==> src/rtl/stopwatch_ctrl_if.sv <==
// rtl/stopwatch_ctrl_if.sv - front-panel inputs and counter-control outputs of the stopwatch sequencer
interface stopwatch_ctrl_if;
   logic       btn_pause;
   logic       btn_clear;
   logic       sw_adj;
   logic       sw_sel;
   logic [1:0] state;
   logic       cnt_tick;
   logic       clr;
   logic       tick_1hz;
   logic       tick_2hz;
   logic       blink;

   modport master (
      input  btn_pause, btn_clear, sw_adj, sw_sel,
      output state, cnt_tick, clr, tick_1hz, tick_2hz, blink
   );

   modport slave (
      output btn_pause, btn_clear, sw_adj, sw_sel,
      input  state, cnt_tick, clr, tick_1hz, tick_2hz, blink
   );
endinterface

==> src/rtl/stopwatch_ctrl.sv <==
// rtl/stopwatch_ctrl.sv - stopwatch mode FSM with input debounce and 1 Hz / 2 Hz tick generation
// Optional PAUSE_BLINK_EN: blink toggles on tick_2hz while paused; otherwise blink is tied to 1.
module stopwatch_ctrl #(
   parameter int CLK_HZ          = 100000000,
   parameter int DEBOUNCE_CYCLES = 1000000
) (
   input  logic             clk,
   input  logic             rst_n,
   stopwatch_ctrl_if.master bus
);
   typedef enum logic [1:0] {
      ST_RUN     = 2'b00,
      ST_ADJ_MIN = 2'b01,
      ST_ADJ_SEC = 2'b10,
      ST_PAUSE   = 2'b11
   } state_e;

   localparam int DW  = $clog2(DEBOUNCE_CYCLES);
   localparam int PW  = $clog2(CLK_HZ);
   localparam logic [DW-1:0] DB_MAX = DW'(DEBOUNCE_CYCLES - 1);
   localparam logic [PW-1:0] P1_MAX = PW'(CLK_HZ - 1);
   localparam logic [PW-1:0] P2_MAX = PW'(CLK_HZ / 2 - 1);

   // Input bit order: 0 pause, 1 clear, 2 adjust, 3 select
   logic [3:0]         raw;
   logic [3:0]         s1_q, s1_d, s2_q, s2_d, deb_q, deb_d;
   logic [3:0][DW-1:0] dcnt_q, dcnt_d;
   logic [1:0]         btn_prev_q, btn_prev_d;
   logic               pause_press, clear_press;

   state_e             state_q, state_d;
   logic [PW-1:0]      p1_q, p1_d, p2_q, p2_d;
   logic               tick1_q, tick1_d, tick2_q, tick2_d;
   logic               clr_q, clr_d;
   logic               run_entry;
   logic               cnt_tick;

   assign raw = {bus.sw_sel, bus.sw_adj, bus.btn_clear, bus.btn_pause};

   always_comb begin
      s1_d       = raw;
      s2_d       = s1_q;
      deb_d      = deb_q;
      dcnt_d     = dcnt_q;
      btn_prev_d = deb_q[1:0];
      for (int i = 0; i < 4; i++) begin
         if (s2_q[i] == deb_q[i]) begin
            dcnt_d[i] = '0;
         end else if (dcnt_q[i] == DB_MAX) begin
            deb_d[i]  = s2_q[i];
            dcnt_d[i] = '0;
         end else begin
            dcnt_d[i] = dcnt_q[i] + DW'(1);
         end
      end
   end

   assign pause_press = deb_q[0] & ~btn_prev_q[0];
   assign clear_press = deb_q[1] & ~btn_prev_q[1];

   // Adjust switch dominates; leaving adjust always parks in PAUSE
   always_comb begin
      state_d = state_q;
      if (deb_q[2]) begin
         state_d = deb_q[3] ? ST_ADJ_SEC : ST_ADJ_MIN;
      end else if (state_q == ST_ADJ_MIN || state_q == ST_ADJ_SEC) begin
         state_d = ST_PAUSE;
      end else if (pause_press) begin
         state_d = (state_q == ST_RUN) ? ST_PAUSE : ST_RUN;
      end
   end

   // Restarting p1 on RUN entry makes the first counted second a full period
   always_comb begin
      run_entry = (state_d == ST_RUN) && (state_q != ST_RUN);
      p1_d      = (p1_q == P1_MAX || run_entry) ? '0 : p1_q + PW'(1);
      tick1_d   = (p1_q == P1_MAX) && !run_entry;
      p2_d      = (p2_q == P2_MAX) ? '0 : p2_q + PW'(1);
      tick2_d   = (p2_q == P2_MAX);
      clr_d     = clear_press;
   end

   always_comb begin
      cnt_tick = 1'b0;
      case (state_q)
         ST_RUN:                 cnt_tick = tick1_q;
         ST_ADJ_MIN, ST_ADJ_SEC: cnt_tick = tick2_q;
         default:                cnt_tick = 1'b0;
      endcase
   end

   always_ff @(posedge clk or negedge rst_n) begin
      if (!rst_n) begin
         s1_q       <= '0;
         s2_q       <= '0;
         deb_q      <= '0;
         dcnt_q     <= '0;
         btn_prev_q <= '0;
         state_q    <= ST_PAUSE;
         p1_q       <= '0;
         p2_q       <= '0;
         tick1_q    <= 1'b0;
         tick2_q    <= 1'b0;
         clr_q      <= 1'b0;
      end else begin
         s1_q       <= s1_d;
         s2_q       <= s2_d;
         deb_q      <= deb_d;
         dcnt_q     <= dcnt_d;
         btn_prev_q <= btn_prev_d;
         state_q    <= state_d;
         p1_q       <= p1_d;
         p2_q       <= p2_d;
         tick1_q    <= tick1_d;
         tick2_q    <= tick2_d;
         clr_q      <= clr_d;
      end
   end

`ifdef PAUSE_BLINK_EN
   logic blink_q, blink_d;

   always_comb begin
      blink_d = blink_q;
      if (state_d != ST_PAUSE) begin
         blink_d = 1'b1;
      end else if (state_q == ST_PAUSE && tick2_q) begin
         blink_d = ~blink_q;
      end
   end

   always_ff @(posedge clk or negedge rst_n) begin
      if (!rst_n) begin
         blink_q <= 1'b1;
      end else begin
         blink_q <= blink_d;
      end
   end

   assign bus.blink = blink_q;
`else
   assign bus.blink = 1'b1;
`endif

   assign bus.state    = state_q;
   assign bus.cnt_tick = cnt_tick;
   assign bus.clr      = clr_q;
   assign bus.tick_1hz = tick1_q;
   assign bus.tick_2hz = tick2_q;
endmodule

==> src/flat_wrapper.sv <==
// flat-port wrapper written by rule: the top's interface ports become plain ports
module stopwatch_ctrl_flat 
#(
   parameter int CLK_HZ          = 100000000,
   parameter int DEBOUNCE_CYCLES = 1000000
)
  (clk, rst_n, bus_btn_pause, bus_btn_clear, bus_sw_adj, bus_sw_sel, bus_state, bus_cnt_tick, bus_clr, bus_tick_1hz, bus_tick_2hz, bus_blink);
  stopwatch_ctrl_if bus_i ();
  input  logic clk;
  input  logic rst_n;
  input wire logic [$bits(bus_i.btn_pause)-1:0] bus_btn_pause;
  input wire logic [$bits(bus_i.btn_clear)-1:0] bus_btn_clear;
  input wire logic [$bits(bus_i.sw_adj)-1:0] bus_sw_adj;
  input wire logic [$bits(bus_i.sw_sel)-1:0] bus_sw_sel;
  output wire logic [$bits(bus_i.state)-1:0] bus_state;
  output wire logic [$bits(bus_i.cnt_tick)-1:0] bus_cnt_tick;
  output wire logic [$bits(bus_i.clr)-1:0] bus_clr;
  output wire logic [$bits(bus_i.tick_1hz)-1:0] bus_tick_1hz;
  output wire logic [$bits(bus_i.tick_2hz)-1:0] bus_tick_2hz;
  output wire logic [$bits(bus_i.blink)-1:0] bus_blink;
  assign bus_i.btn_pause = bus_btn_pause;
  assign bus_i.btn_clear = bus_btn_clear;
  assign bus_i.sw_adj = bus_sw_adj;
  assign bus_i.sw_sel = bus_sw_sel;
  assign bus_state = bus_i.state;
  assign bus_cnt_tick = bus_i.cnt_tick;
  assign bus_clr = bus_i.clr;
  assign bus_tick_1hz = bus_i.tick_1hz;
  assign bus_tick_2hz = bus_i.tick_2hz;
  assign bus_blink = bus_i.blink;
  stopwatch_ctrl #(.CLK_HZ(CLK_HZ), .DEBOUNCE_CYCLES(DEBOUNCE_CYCLES)) u_core (.clk(clk), .rst_n(rst_n), .bus(bus_i));
endmodule
==> config.mk <==
export PLATFORM = sky130hd
export DESIGN_NAME = stopwatch_ctrl_flat
export DESIGN_NICKNAME = d
export VERILOG_FILES = /design/src/rtl/stopwatch_ctrl_if.sv /design/src/rtl/stopwatch_ctrl.sv /design/src/flat_wrapper.sv
export SDC_FILE = /design/constraint.sdc
export NUM_CORES = 1
export LEC_CHECK = 0
export ABC_AREA = 0
export ABC_CLOCK_PERIOD_IN_PS = 1900
export BUFFER_PORTS_ARGS = -buffer_cell sky130_fd_sc_hd__clkbuf_2
export CORE_MARGIN = 5
export CORE_UTILIZATION = 55
export DETAILED_ROUTE_END_ITERATION = 10
export HOLD_SLACK_MARGIN = 0.1
export PLACE_DENSITY = 0.84
export RECOVER_POWER = 100
export SYNTH_ARGS = -nofsm -noshare
export SYNTH_HDL_FRONTEND = slang
export SYNTH_SLANG_ARGS = --single-unit
export TNS_END_PERCENT = 1
==> constraint.sdc <==
create_clock -name clk -period 1.9 [get_ports clk]
set_input_delay 0.19 -clock clk [delete_from_list [all_inputs] [get_ports clk]]
set_output_delay 0.19 -clock clk [all_outputs]
set_load 0.02 [all_outputs]
**Word-level counts from Yosys, hierarchy flattened**

Index checks and enable logic that the tools add are counted.

- Mux-type cells: 16
- Reductions and logical operators: 13
- Add/subtract/negate cells: 6
- Bitwise operators: 8
- Equal/unequal tests: 12

Operators by type and width:

| cell | count |
|---|---|
| 20-bit two-way mux | 8 |
| 20-bit by 1-bit adder with 20-bit output (second input constant) | 4 |
| 20-bit equality test (second input constant) | 4 |
| 27-bit by 1-bit adder with 27-bit output (second input constant) | 2 |
| 27-bit two-way mux | 2 |
| 27-bit by 26-bit equality test with 1-bit output (second input constant) | 1 |
| 27-bit equality test (second input constant) | 1 |
| 2-bit two-way mux | 5 |
| 2-bit AND reduction | 4 |
| 1-bit inverter | 6 |
| 1-bit equality test | 4 |
| 2-bit zero test | 2 |
| 1-bit AND | 2 |
| 2-bit by 1-bit equality test with 1-bit output (second input constant) | 1 |
| 2-bit equality test (second input constant) | 1 |
| 1-bit logical AND | 2 |
| 1-bit logical OR | 2 |
| 1-bit case mux with 2 select lines | 1 |
| 2-bit nonzero test | 1 |
| 2-bit OR reduction | 1 |
| 1-bit zero test | 1 |

- Flip-flop bits (word level): 153
- Bits of input ports: 6
- Output and inout bits: 7
- Logic and storage cells: 72

**Logic depth before layout (Yosys ltp)**

Gate-level depths: netlist of run 1.

- Word-level depth: 9
- Mapped depth: 7
- Depth with buffers taken out: 6

**Worst setup path after synthesis of run 1**

Ideal clock, no wire load.

- Path kind: register to register
- From: register u_core.p2_q[16]
- To: register u_core.p2_q[20]
- Library setup time: 0.130 ns
- Arrival time: 1.897 ns
- Buffers on the path: 1
- Clock period less this slack: 2.026 ns
- Required time: 1.770 ns
- Slack: -0.126 ns
- Cell stages (with the launch flop): 6
- Cell sequence: dfrtp_1 or4b_1 or4_1 nor3_2 buf_4 a21oi_1

- Longest elaborated chain between the ends: 2
- Elaborated cells on any way between the ends: 3
- Those cells by class: add/sub (1); eq/ne (1); mux (1)

RTL lines:

| element | RTL line | RTL |
|---|---|---|
| start, declared | stopwatch_ctrl.sv:32 | `logic [PW-1:0] p1_q, p1_d, p2_q, p2_d;` |
| start signal, assigned | stopwatch_ctrl.sv:113 | `p2_q <= p2_d;` |
| 27-bit by 26-bit equality test with 1-bit output | - |  |
| named net u_core.tick2_d | stopwatch_ctrl.sv:33 | `logic tick1_q, tick1_d, tick2_q, tick2_d;` |
| 27-bit two-way mux | stopwatch_ctrl.sv:78 | `p2_d = (p2_q == P2_MAX) ? '0 : p2_q + PW'(1);` |
| named net u_core.p2_d[20] | stopwatch_ctrl.sv:32 |  |

The timed path passes the listed nets, and every way through them passes these cells.
A chain may end at the register's enable or synchronous reset.

**Final worst setup path of run 1**

- From: register u_core.p2_q[18]
- To: register u_core.p2_q[22]

- Longest elaborated chain between the ends: 2
- Elaborated cells on any way between the ends: 3
- Those cells by class: add/sub (1); eq/ne (1); mux (1)

RTL lines:

| element | RTL line |
|---|---|
| 27-bit by 1-bit adder with 27-bit output or 27-bit by 26-bit equality test with 1-bit output (tied branches) | stopwatch_ctrl.sv:78 |
| 27-bit two-way mux * | stopwatch_ctrl.sv:78 |
| named net u_core.p2_d[22] | stopwatch_ctrl.sv:32 |

The timed path passes the listed nets; every way through them passes the cells marked *.

==> flow_summary.json, run 1 <==
{
  "vias": 6181,
  "firstDrtPassIters": 5,
  "grt_max_degree": 45,
  "tightest_slew_ps": 1030,
  "final-hold-violation-count": 0,
  "synth.largest_area_cell": "dfrtp_1",
  "reg2reg_depth": 4,
  "routed_wl_um": 16500,
  "syn_area_um2": 7520,
  "cpMaxStageDelayCell": "or4_1",
  "synth_seq_cells": 153,
  "whs_endpoint": "u_core.s2_q[1]",
  "finalSetupViolCount": 13,
  "hp-class": "flip-flop to flip-flop",
  "avgSynthCellArea_um2": 9.82,
  "critPathMaxFanout": 3,
  "timing.fmax_mhz": 517,
  "io_buffers": 11,
  "min_from": "u_core.s1_q[1]",
  "hpwl_um": 11000,
  "design.core.area_um2": 13300,
  "synthMuxAreaShare": 0.00599,
  "cts_made_buffers": 17,
  "r2r_end": "u_core.p2_q[22]",
  "wl_per_cell_um": 16.1,
  "synth_edf_count": 0,
  "fp.dieArea_um2": 16100,
  "synth_ff_type": "dfrtp_1",
  "synth_simple_gate_area_frac": 0.264,
  "die_h_um": 127,
  "max-vdd-ir-drop_uv": 633,
  "clk_pin_slew_ps": 60,
  "n_antenna_cell": 0,
  "async_flop_share": 1.00,
  "drtIter0Drc": 613,
  "endpoint_kind": "flip-flop",
  "rsz0062_at_grt": "true",
  "fin_crit_sh": 1.02,
  "setup_ws_ps": -35.9,
  "num_rows": 42,
  "place.gp.congestion": 0.902,
  "cts_max_level": 4,
  "fin_worst_skew_ps": 9.06,
  "cts_root_buffer": "clkbuf_16",
  "path_cells": "or4_1 -> or4_4 -> o22a_1 -> o22a_1",
  "grtUsageTotal": 0.206,
  "gr-total-overflow": 0,
  "violations": "setup timing",
  "required_ps": 2210,
  "max-cap-violations": 0,
  "grt_pass1_vias": 6061,
  "clock_latency_ps": 420,
  "maxSlewViolCount": 0,
  "reg2reg_from": "u_core.p2_q[18]",
  "worst_hold_slack_ps": 348,
  "synthTopCellsByArea": "dfrtp_1 (50%), xnor2_1 (5.0%), nor2_1 (4.5%)",
  "slew_headroom": 0.312,
  "critPathLaunchType": "flip-flop",
  "syn2layout_area_growth_pct": 19.0,
  "synth_nets": 780,
  "crit_top_cell": "o22a_1",
  "die_x_um": 127,
  "outcome": "finished with violations",
  "clockBufferDepth": 2,
  "ios": 13,
  "synth.distinct_cells": 52,
  "ant_nets": 0,
  "yosys_warnings": 0,
  "power_leakage_nw": 3.68,
  "cts_tree": "built",
  "powerDensity_nw_per_um2": 754,
  "seq_area_frac_synth": 0.510,
  "ff2ff_setup_slack_ps": -40,
  "cts_num_sinks": 153,
  "drc": 0,
  "synth_top_area_share": 0.503,
  "synth_cells": 766,
  "dp_slack_ps": -48.1,
  "arrival_ps": 2240,
  "crit_type": "flip-flop to flip-flop",
  "fin_nets": 853,
  "viasPerCell": 6.01,
  "start_util": 0.563,
  "grt_pass1_wl_um": 27600,
  "drive_above_1_share": 0.162,
  "synth_compound_area_frac": 0.0862,
  "fin_crit_ps": 1940,
  "cp_slowest_stage_delay_ps": 530,
  "synth_most_common_cell": "dfrtp_1",
  "hold_depth": 0,
  "synth_top_family_by_area": "simple AND/OR/NAND/NOR gates",
  "synth-xor-area-share": 0.0932,
  "ys_top_cells_by_count": "dfrtp_1 (151), nor2_1 (91), nand3_1 (51)",
  "synth-adder-area-share": 0.0133,
  "antenna_found_initial": 0
}
worst max-delay path, delay by kind of cell, from the launching register on:
family,cells,cell delay (ps)
AO/OA/AOI/OAI,2,440
flip-flops,1,380
AND/OR/NAND/NOR,2,1000
power breakdown:
group | internal [W] | switching, W | total [W]
Clock | 0.00194 | 0.00130 | 0.00324
Combinational | 0.0000585 | 0.000129 | 0.000188
Sequential | 0.00329 | 0.0000298 | 0.00332
Total | 0.00529 | 0.00146 | 0.00675
placed cells by master, fill, tap and decap left out, drive strengths merged, types with 3 or more instances in the layout:
| cell type | instances |
|---|---|
| a31o | 4 |
| nand4bb | 4 |
| clkinv | 4 |
| dlygate4sd3 | 5 |
| and2 | 6 |
| or4 | 28 |
| or3 | 14 |
| nand2 | 42 |
| clkbuf | 42 |
| nor3 | 18 |
| mux2 | 4 |
| nand4 | 43 |
| nor4b | 4 |
| xnor2 | 43 |
| inv | 25 |
| nand4b | 3 |
| buf | 59 |
| and3 | 12 |
| a21oi | 45 |
| and4 | 11 |
| dfrtp | 151 |
| nor4 | 23 |
| nor2b | 4 |
| ha | 8 |
| nor2 | 91 |
| clkinvlp | 3 |
| o31ai | 23 |
| nand3b | 3 |
| o21ai | 19 |
| xor2 | 37 |
| nand3 | 51 |
repair_timing:
action,in CTS,in global routing
hold buffers,5,0
hold endpoints to repair,106,0
pin swaps,0,2
buffers inserted,0,1
gates resized for setup,2,17
endpoints found under the setup margin,21,61
cell type report:
| class | instances | area (um^2) |
|---|---|---|
| clock buffer | 23 | 488 |
| clock inverter | 9 | 88.8 |
| fill | 987 | 4400 |
| inverter | 24 | 90.1 |
| multi-input combinational | 560 | 3580 |
| sequential | 153 | 3830 |
| tap | 176 | 220 |
| timing repair buffer | 83 | 642 |
state kept, by name (all words and copies together) (netlist names):
register and flops:
u_core.p2_q 27, u_core.s2_q 4, u_core.btn_prev_q 2, u_core.bus.clr 1, u_core.bus.tick_1hz 1, u_core.p1_q 27, u_core.bus.state 2, u_core.bus.tick_2hz 1
u_core.s1_q 4, u_core.deb_q 4, u_core.dcnt_q 80
per-layer routing:
| layer | global-route usage | routed length, um | vias to the layer above |
|---|---|---|---|
| met2 | 0.346 | 8330 | 175 |
| met4 | 0.0782 | 330 | 0 |
| li1 | - | - | 2942 |
| met5 | 0 | 0 | - |
| met3 | 0.0433 | 674 | 39 |
| met1 | 0.264 | 7200 | 3025 |
stage by stage:
| step | util | TNS [ps] | instance area, um^2 | total power, W | instances |
|---|---|---|---|---|---|
| final | 0.670 | -141 | 8950 | 0.00675 | 1028 |
| after detailed placement | 0.621 | -278 | 8280 | 0.00357 | 990 |
| after floorplan | - | -802 | 7530 | 0.00344 | 766 |
| after global placement | 0.621 | 0 | 8280 | 0.00356 | 990 |
| after global routing | 0.670 | -1550 | 8950 | 0.00699 | 1028 |
| after CTS | 0.668 | -526 | 8920 | 0.00682 | 1027 |
worst max-delay path by stage:
stage	start	slack (ps)	end
after floorplan	u_core.p2_q[18]	-50	u_core.p2_q[20]
after global placement	u_core.p2_q[18]	20	u_core.p2_q[25]
after detailed placement	u_core.p2_q[16]	-50	u_core.p2_q[22]
after CTS	u_core.p2_q[9]	-40	u_core.p2_q[5]
after global routing	u_core.p2_q[16]	-60	u_core.p2_q[14]
final	u_core.p2_q[18]	-40	u_core.p2_q[22]
cell families after synthesis:
group	Yosys count
xor gates and xnor gates	80
DFF	153
muxes	4
buffers and inverters	53
other	1
and+or+nand+nor	362
adders and majority gates	8
AOI/OAI and AO/OA	105
No activity file was read; power rests on OpenSTA's default activity.
==> run 2, diff against run 1 <==
--- a/config.mk
+++ b/config.mk
@@ -8,9 +8,9 @@
 export ABC_AREA = 0
-export ABC_CLOCK_PERIOD_IN_PS = 1900
+export ABC_CLOCK_PERIOD_IN_PS = 1700
 export BUFFER_PORTS_ARGS = -buffer_cell sky130_fd_sc_hd__clkbuf_2
 export CORE_MARGIN = 5
-export CORE_UTILIZATION = 55
+export CORE_UTILIZATION = 30
 export DETAILED_ROUTE_END_ITERATION = 10
 export HOLD_SLACK_MARGIN = 0.1
-export PLACE_DENSITY = 0.84
+export PLACE_DENSITY = 0.56
 export RECOVER_POWER = 100
==> constraint.sdc (replaced) <==
create_clock -name clk -period 1.7 [get_ports clk]
set_input_delay 0.17 -clock clk [delete_from_list [all_inputs] [get_ports clk]]
set_output_delay 0.17 -clock clk [all_outputs]
set_load 0.05 [all_outputs]
==> run 2 against run 1 <==
Effect of this change:
- critical path type is now flip-flop to output port
- flip-flop and latch count did not move
- hold slack improved by 0.74 ps
- largest power group unchanged
- clock power rose by 7.7%
- the run still ends with setup timing left
- die area rose by 76%
- routed wire length rose by 1.0%
- setup slack got worse by 150 ps
- critical endpoint is now bus_cnt_tick
- sequential share of layout area fell by 4.3 points
==> flow_summary.json, run 2 (same netlist as run 1, synthesis figures left out) <==
{
  "antenna_found_initial": 0,
  "drc": 0,
  "vias": 6178,
  "comb_power_share": 0.032,
  "hold_depth": 0,
  "switching_share": 0.227,
  "largest_reg_flops": 80,
  "min_from": "u_core.s1_q[3]",
  "sequentialPowerShare": 0.498,
  "slew_headroom": 0.448,
  "power_leakage_nw": 4.16,
  "setup_ws_ps": -187,
  "timing.fmax_mhz": 530,
  "viasPerCell": 4.86,
  "io_buffers": 11,
  "cts_made_buffers": 17,
  "pwr-share-clk": 0.470,
  "max-vdd-ir-drop_uv": 554,
  "drtIter0Drc": 341,
  "dp_slack_ps": -218,
  "die_h_um": 168,
  "required_ps": 1530,
  "cts_root_buffer": "clkbuf_16",
  "start_util": 0.301,
  "fin_crit_ps": 1890,
  "fin_nets": 944,
  "p_int_w": 0.00574,
  "maxSlewViolCount": 0,
  "gr-total-overflow": 0,
  "reg2reg_from": "u_core.p2_q[16]",
  "grtUsageTotal": 0.122,
  "clockBufferDepth": 2,
  "tightest_slew_ps": 828,
  "drive_above_1_share": 0.273,
  "hpwl_um": 11600,
  "syn2layout_area_growth_pct": 32.2,
  "powerDensity_nw_per_um2": 748,
  "n_antenna_cell": 0,
  "routed_wl_um": 16700,
  "hp-class": "flip-flop to flip-flop",
  "clk_pin_slew_ps": 60,
  "num_rows": 58,
  "violations": "setup timing",
  "finalSetupViolCount": 32,
  "design.core.area_um2": 25000,
  "regMostFlops": "u_core.dcnt_q",
  "crit_type": "flip-flop to output port",
  "ios": 13,
  "top_regs": "u_core.dcnt_q (80), u_core.p1_q (27), u_core.p2_q (27)",
  "clock_latency_ps": 420,
  "rsz0062_at_grt": "true",
  "max-cap-violations": 0,
  "reg2reg_depth": 5,
  "critPathMaxFanout": 2,
  "ant_nets": 0,
  "ff2ff_setup_slack_ps": -180,
  "fin_crit_sh": 1.11,
  "place.gp.congestion": 0.815,
  "cts_tree": "built",
  "worst_hold_slack_ps": 349,
  "critPathLaunchType": "flip-flop",
  "arrival_ps": 1720,
  "cts_max_level": 4,
  "whs_endpoint": "u_core.s2_q[3]",
  "r2r_end": "u_core.p2_q[14]",
  "fin_worst_skew_ps": 11.0,
  "grt_pass1_wl_um": 28800,
  "mostFrequentLayoutCell": "dfrtp_1",
  "design_area_um2": 9940,
  "final-hold-violation-count": 0,
  "die_x_um": 168,
  "cts_num_sinks": 153,
  "fp.dieArea_um2": 28300,
  "endpoint_kind": "output port",
  "firstDrtPassIters": 4,
  "wl_per_cell_um": 13.1,
  "grt_max_degree": 68,
  "outcome": "finished with violations",
  "final_cell_mix": "dfrtp_1 (148), buf_4 (142), nor2_1 (90)",
  "p_sw_w": 0.00169,
  "grt_pass1_vias": 6137,
  "dpl-instance-area_um2": 9130
}
-- run 2: changes by cell type in the layout (fill, tap and decap cells not counted), moves of 3 or more --
cell	change
and4_1	-3
buf_12	-3
buf_4	+89
buf_6	+6
nand3_2	+3
nor3_1	-3
nor4_1	-3
nor4_2	+3
nor4b_1	-3
nor4b_2	+3
o31ai_4	+3
-- run 2: repair_timing --
| item | CTS | global route |
|---|---|---|
| cloned | 0 | 0 |
| hold buffers | 5 | 0 |
| hold endpoints to repair | 155 | 0 |
| setup endpoints to repair | 49 | 130 |
| pin swaps | 10 | 16 |
| buffers inserted | 2 | 1 |
| resized for setup | 15 | 46 |
-- run 2: metal layers --
| layer | wire length [um] | track usage | up-vias |
|---|---|---|---|
| met4 | 180 | 0.0356 | 0 |
| met1 | 8250 | 0.165 | 2981 |
| met5 | 0 | 0 | - |
| met2 | 7800 | 0.195 | 76 |
| li1 | - | - | 3106 |
| met3 | 476 | 0.0277 | 15 |
-- run 2: critical path, stage by stage, from the launching register on --
cell     delay, ps
dfstp_2        530
inv_2           40
ha_4           230
buf_6          110
a22oi_2        170
nor2_2          60
buf_8          150
-- run 2: per-stage QoR --
| stage | power, W | instances | TNS [ps] | util |
|---|---|---|---|---|
| floorplan | 0.00385 | 766 | -9020 | - |
| global placement | 0.00401 | 1233 | -4250 | 0.366 |
| detailed placement | 0.00401 | 1233 | -5370 | 0.366 |
| CTS | 0.00757 | 1271 | -5630 | 0.393 |
| global route | 0.00776 | 1272 | -12790 | 0.398 |
| finish | 0.00743 | 1272 | -3310 | 0.398 |
-- run 2: cell type report --
type	instances	area, um^2
repair buffers	174	1330
clock inverters	9	66.3
inverters	24	90.1
fillers	2475	15000
flip-flops and latches	153	3830
well taps	330	413
clock buffers	22	474
multi-input cells	560	3730
-- run 2: power by group through the flow --
| stage | Sequential (W) | Clock [W] | Combinational (W) |
|---|---|---|---|
| after floorplan | 0.00377 | 0 | 0.0000785 |
| after global placement | 0.00376 | 0 | 0.000242 |
| after detailed placement | 0.00377 | 0 | 0.000245 |
| after CTS | 0.00370 | 0.00362 | 0.000255 |
| after global routing | 0.00370 | 0.00378 | 0.000278 |
| final | 0.00370 | 0.00349 | 0.000239 |
-- run 2: worst max path at each step --
stage / from / end / slack (ps) / depth (start not counted)
detailed placement: u_core.p2_q[18] / u_core.p2_q[25] / -220 / 5
global placement: u_core.p2_q[18] / u_core.p2_q[19] / -190 / 5
finish: u_core.bus.state[0] / bus_cnt_tick / -190 / 6
global route: u_core.bus.state[0] / bus_cnt_tick / -290 / 6
CTS: u_core.bus.state[1] / bus_cnt_tick / -260 / 6
floorplan: u_core.p2_q[18] / u_core.p2_q[20] / -250 / 5
==> run 3, diff against run 2 <==
Settings changed: CORE_UTILIZATION 30 to 40, PLACE_DENSITY 0.56 to 0.67.
==> run 3 against run 2 <==
Effect of this change:
- largest cell class unchanged
- clock skew is 4.4 ps lower
- routed wire length is 1.1% higher
- critical endpoint unchanged
- sequential share of layout area rose by 0.31 points
- via count grew 0.50%
- the run still ends with setup timing left
- clock-buffer cell count unchanged
- critical path depth stayed put
==> flow_summary.json, run 3 (same netlist as run 1, synthesis figures left out) <==
{
  "outcome": "finished with violations",
  "violations": "setup timing",
  "wirelength_met1_um": 7930,
  "wl_met2_um": 8320,
  "start_util": 0.405,
  "reg2reg_from": "u_core.p2_q[18]",
  "finalSetupViolCount": 45,
  "final-hold-violation-count": 0,
  "timing.fmax_mhz": 519,
  "die_h_um": 147,
  "io_buffers": 11,
  "fin_worst_skew_ps": 6.58,
  "cts_made_buffers": 17,
  "clock_latency_ps": 430,
  "grtUsageTotal": 0.160,
  "routed_wl_um": 16900,
  "design.core.area_um2": 18600,
  "mostFrequentLayoutCell": "dfrtp_1",
  "cp_slowest_stage_delay_ps": 540,
  "crit_type": "flip-flop to output port",
  "slew_headroom": 0.262,
  "powerDensity_nw_per_um2": 790,
  "fin_nets": 934,
  "num_rows": 50,
  "worst_hold_slack_ps": 359,
  "cts_root_buffer": "clkbuf_16",
  "fp.dieArea_um2": 21600,
  "drive_above_1_share": 0.273,
  "cpMaxStageDelayCell": "dfstp_2",
  "clk_pin_slew_ps": 60,
  "grt_pass1_vias": 6307,
  "setup_ws_ps": -226,
  "routed.top_layer": "met4",
  "firstDrtPassIters": 4,
  "critPathMaxFanout": 2,
  "place.gp.congestion": 0.847,
  "dp_slack_ps": -226,
  "die_x_um": 147,
  "switching_share": 0.216,
  "regMostFlops": "u_core.dcnt_q",
  "arrival_ps": 1760,
  "ant_nets": 0,
  "path_cells": "inv_2 -> ha_4 -> buf_6 -> a22oi_2 -> nor2_2 -> buf_8",
  "pwr-share-clk": 0.494,
  "max-cap-violations": 0,
  "n_antenna_cell": 0,
  "hpwl_um": 11600,
  "wl_met3_um": 382,
  "max-vdd-ir-drop_uv": 650,
  "setup.worst_path.start": "u_core.bus.state[0]",
  "cts_tree": "built",
  "power_leakage_nw": 4.18,
  "critPathLaunchType": "flip-flop",
  "vias": 6209,
  "clockBufferDepth": 2,
  "cts_num_sinks": 153,
  "reg2reg_depth": 5,
  "tightest_slew_ps": 1110,
  "comb_power_share": 0.030,
  "p_sw_w": 0.00168,
  "min_from": "u_core.s1_q[2]",
  "utilization": 0.531,
  "endpoint_kind": "output port",
  "r2r_end": "u_core.p2_q[20]",
  "grt_pass1_wl_um": 28900,
  "final_cell_mix": "dfrtp_1 (148), buf_4 (125), nor2_1 (90)",
  "drtIter0Drc": 344,
  "cts_max_level": 4,
  "wl_per_cell_um": 14.5,
  "required_ps": 1530,
  "viasPerCell": 5.33,
  "setup-tns-final_ps": -4160,
  "largest_reg_flops": 80,
  "ff2ff_setup_slack_ps": -220,
  "ios": 13,
  "whs_endpoint": "u_core.s2_q[2]",
  "gr-total-overflow": 0,
  "p_int_w": 0.00611,
  "fin_crit_sh": 1.13,
  "syn2layout_area_growth_pct": 31.1,
  "hp-class": "flip-flop to flip-flop",
  "rsz0062_at_grt": "true",
  "sequentialPowerShare": 0.475,
  "grt_max_degree": 46,
  "fin_crit_ps": 1930,
  "hold_depth": 0,
  "maxSlewViolCount": 0,
  "antenna_found_initial": 0,
  "drc": 0,
  "top_regs": "u_core.dcnt_q (80), u_core.p1_q (27), u_core.p2_q (27)"
}
## run 3: layout make-up
cell class              count  area (um^2)
fillers                  1674         8720
flip-flops and latches    153         3830
multi-input cells         560         3740
repair buffers            164         1290
clock buffers              22          494
well taps                 234          293
clock inverters             9          113
inverters                  24         90.1
## run 3: worst max-delay path by stage
stage,end,slack [ps],depth (start not counted)
after floorplan,u_core.p2_q[20],-250,5
after global placement,u_core.p2_q[22],-180,4
after detailed placement,u_core.p2_q[20],-230,5
after CTS,bus_cnt_tick,-250,6
after global routing,bus_cnt_tick,-290,6
final,bus_cnt_tick,-230,6
## run 3: power by group through the flow
stage | Clock, W | Combinational [W] | Sequential (W)
2_1_floorplan | 0 | 0.0000785 | 0.00377
3_3_place_gp | 0 | 0.000236 | 0.00377
3_5_place_dp | 0 | 0.000241 | 0.00377
4_1_cts | 0.00395 | 0.000251 | 0.00370
5_1_grt | 0.00408 | 0.000278 | 0.00371
6_report | 0.00385 | 0.000237 | 0.00370
## run 3: metal layers
layer	vias up	GRT usage
li1	3087	-
met1	3033	0.208
met2	69	0.267
met3	20	0.0330
met4	0	0.0568
met5	-	0
## run 3: critical path, delay by kind of cell (launching register included)
kind	cells	cell delay [ps]
flops	1	540
fa+ha+maj	1	230
compound gates	1	190
simple gates	1	70
buf+inv	3	300
## run 3: what timing repair did
item | 4_1_cts | 5_1_grt
buffers inserted | 1 | 0
pin swaps | 12 | 17
hold buffers | 5 | 0
resized for setup | 19 | 48
endpoints found under the setup margin | 64 | 127
endpoints found under the hold margin | 133 | 0
## run 3: stage by stage
stage	std cells	cell area, um^2	power, W
floorplan	766	7540	0.00385
global placement	1129	8980	0.00400
detailed placement	1129	8980	0.00401
CTS	1166	9730	0.00790
global route	1166	9860	0.00807
finish	1166	9860	0.00779
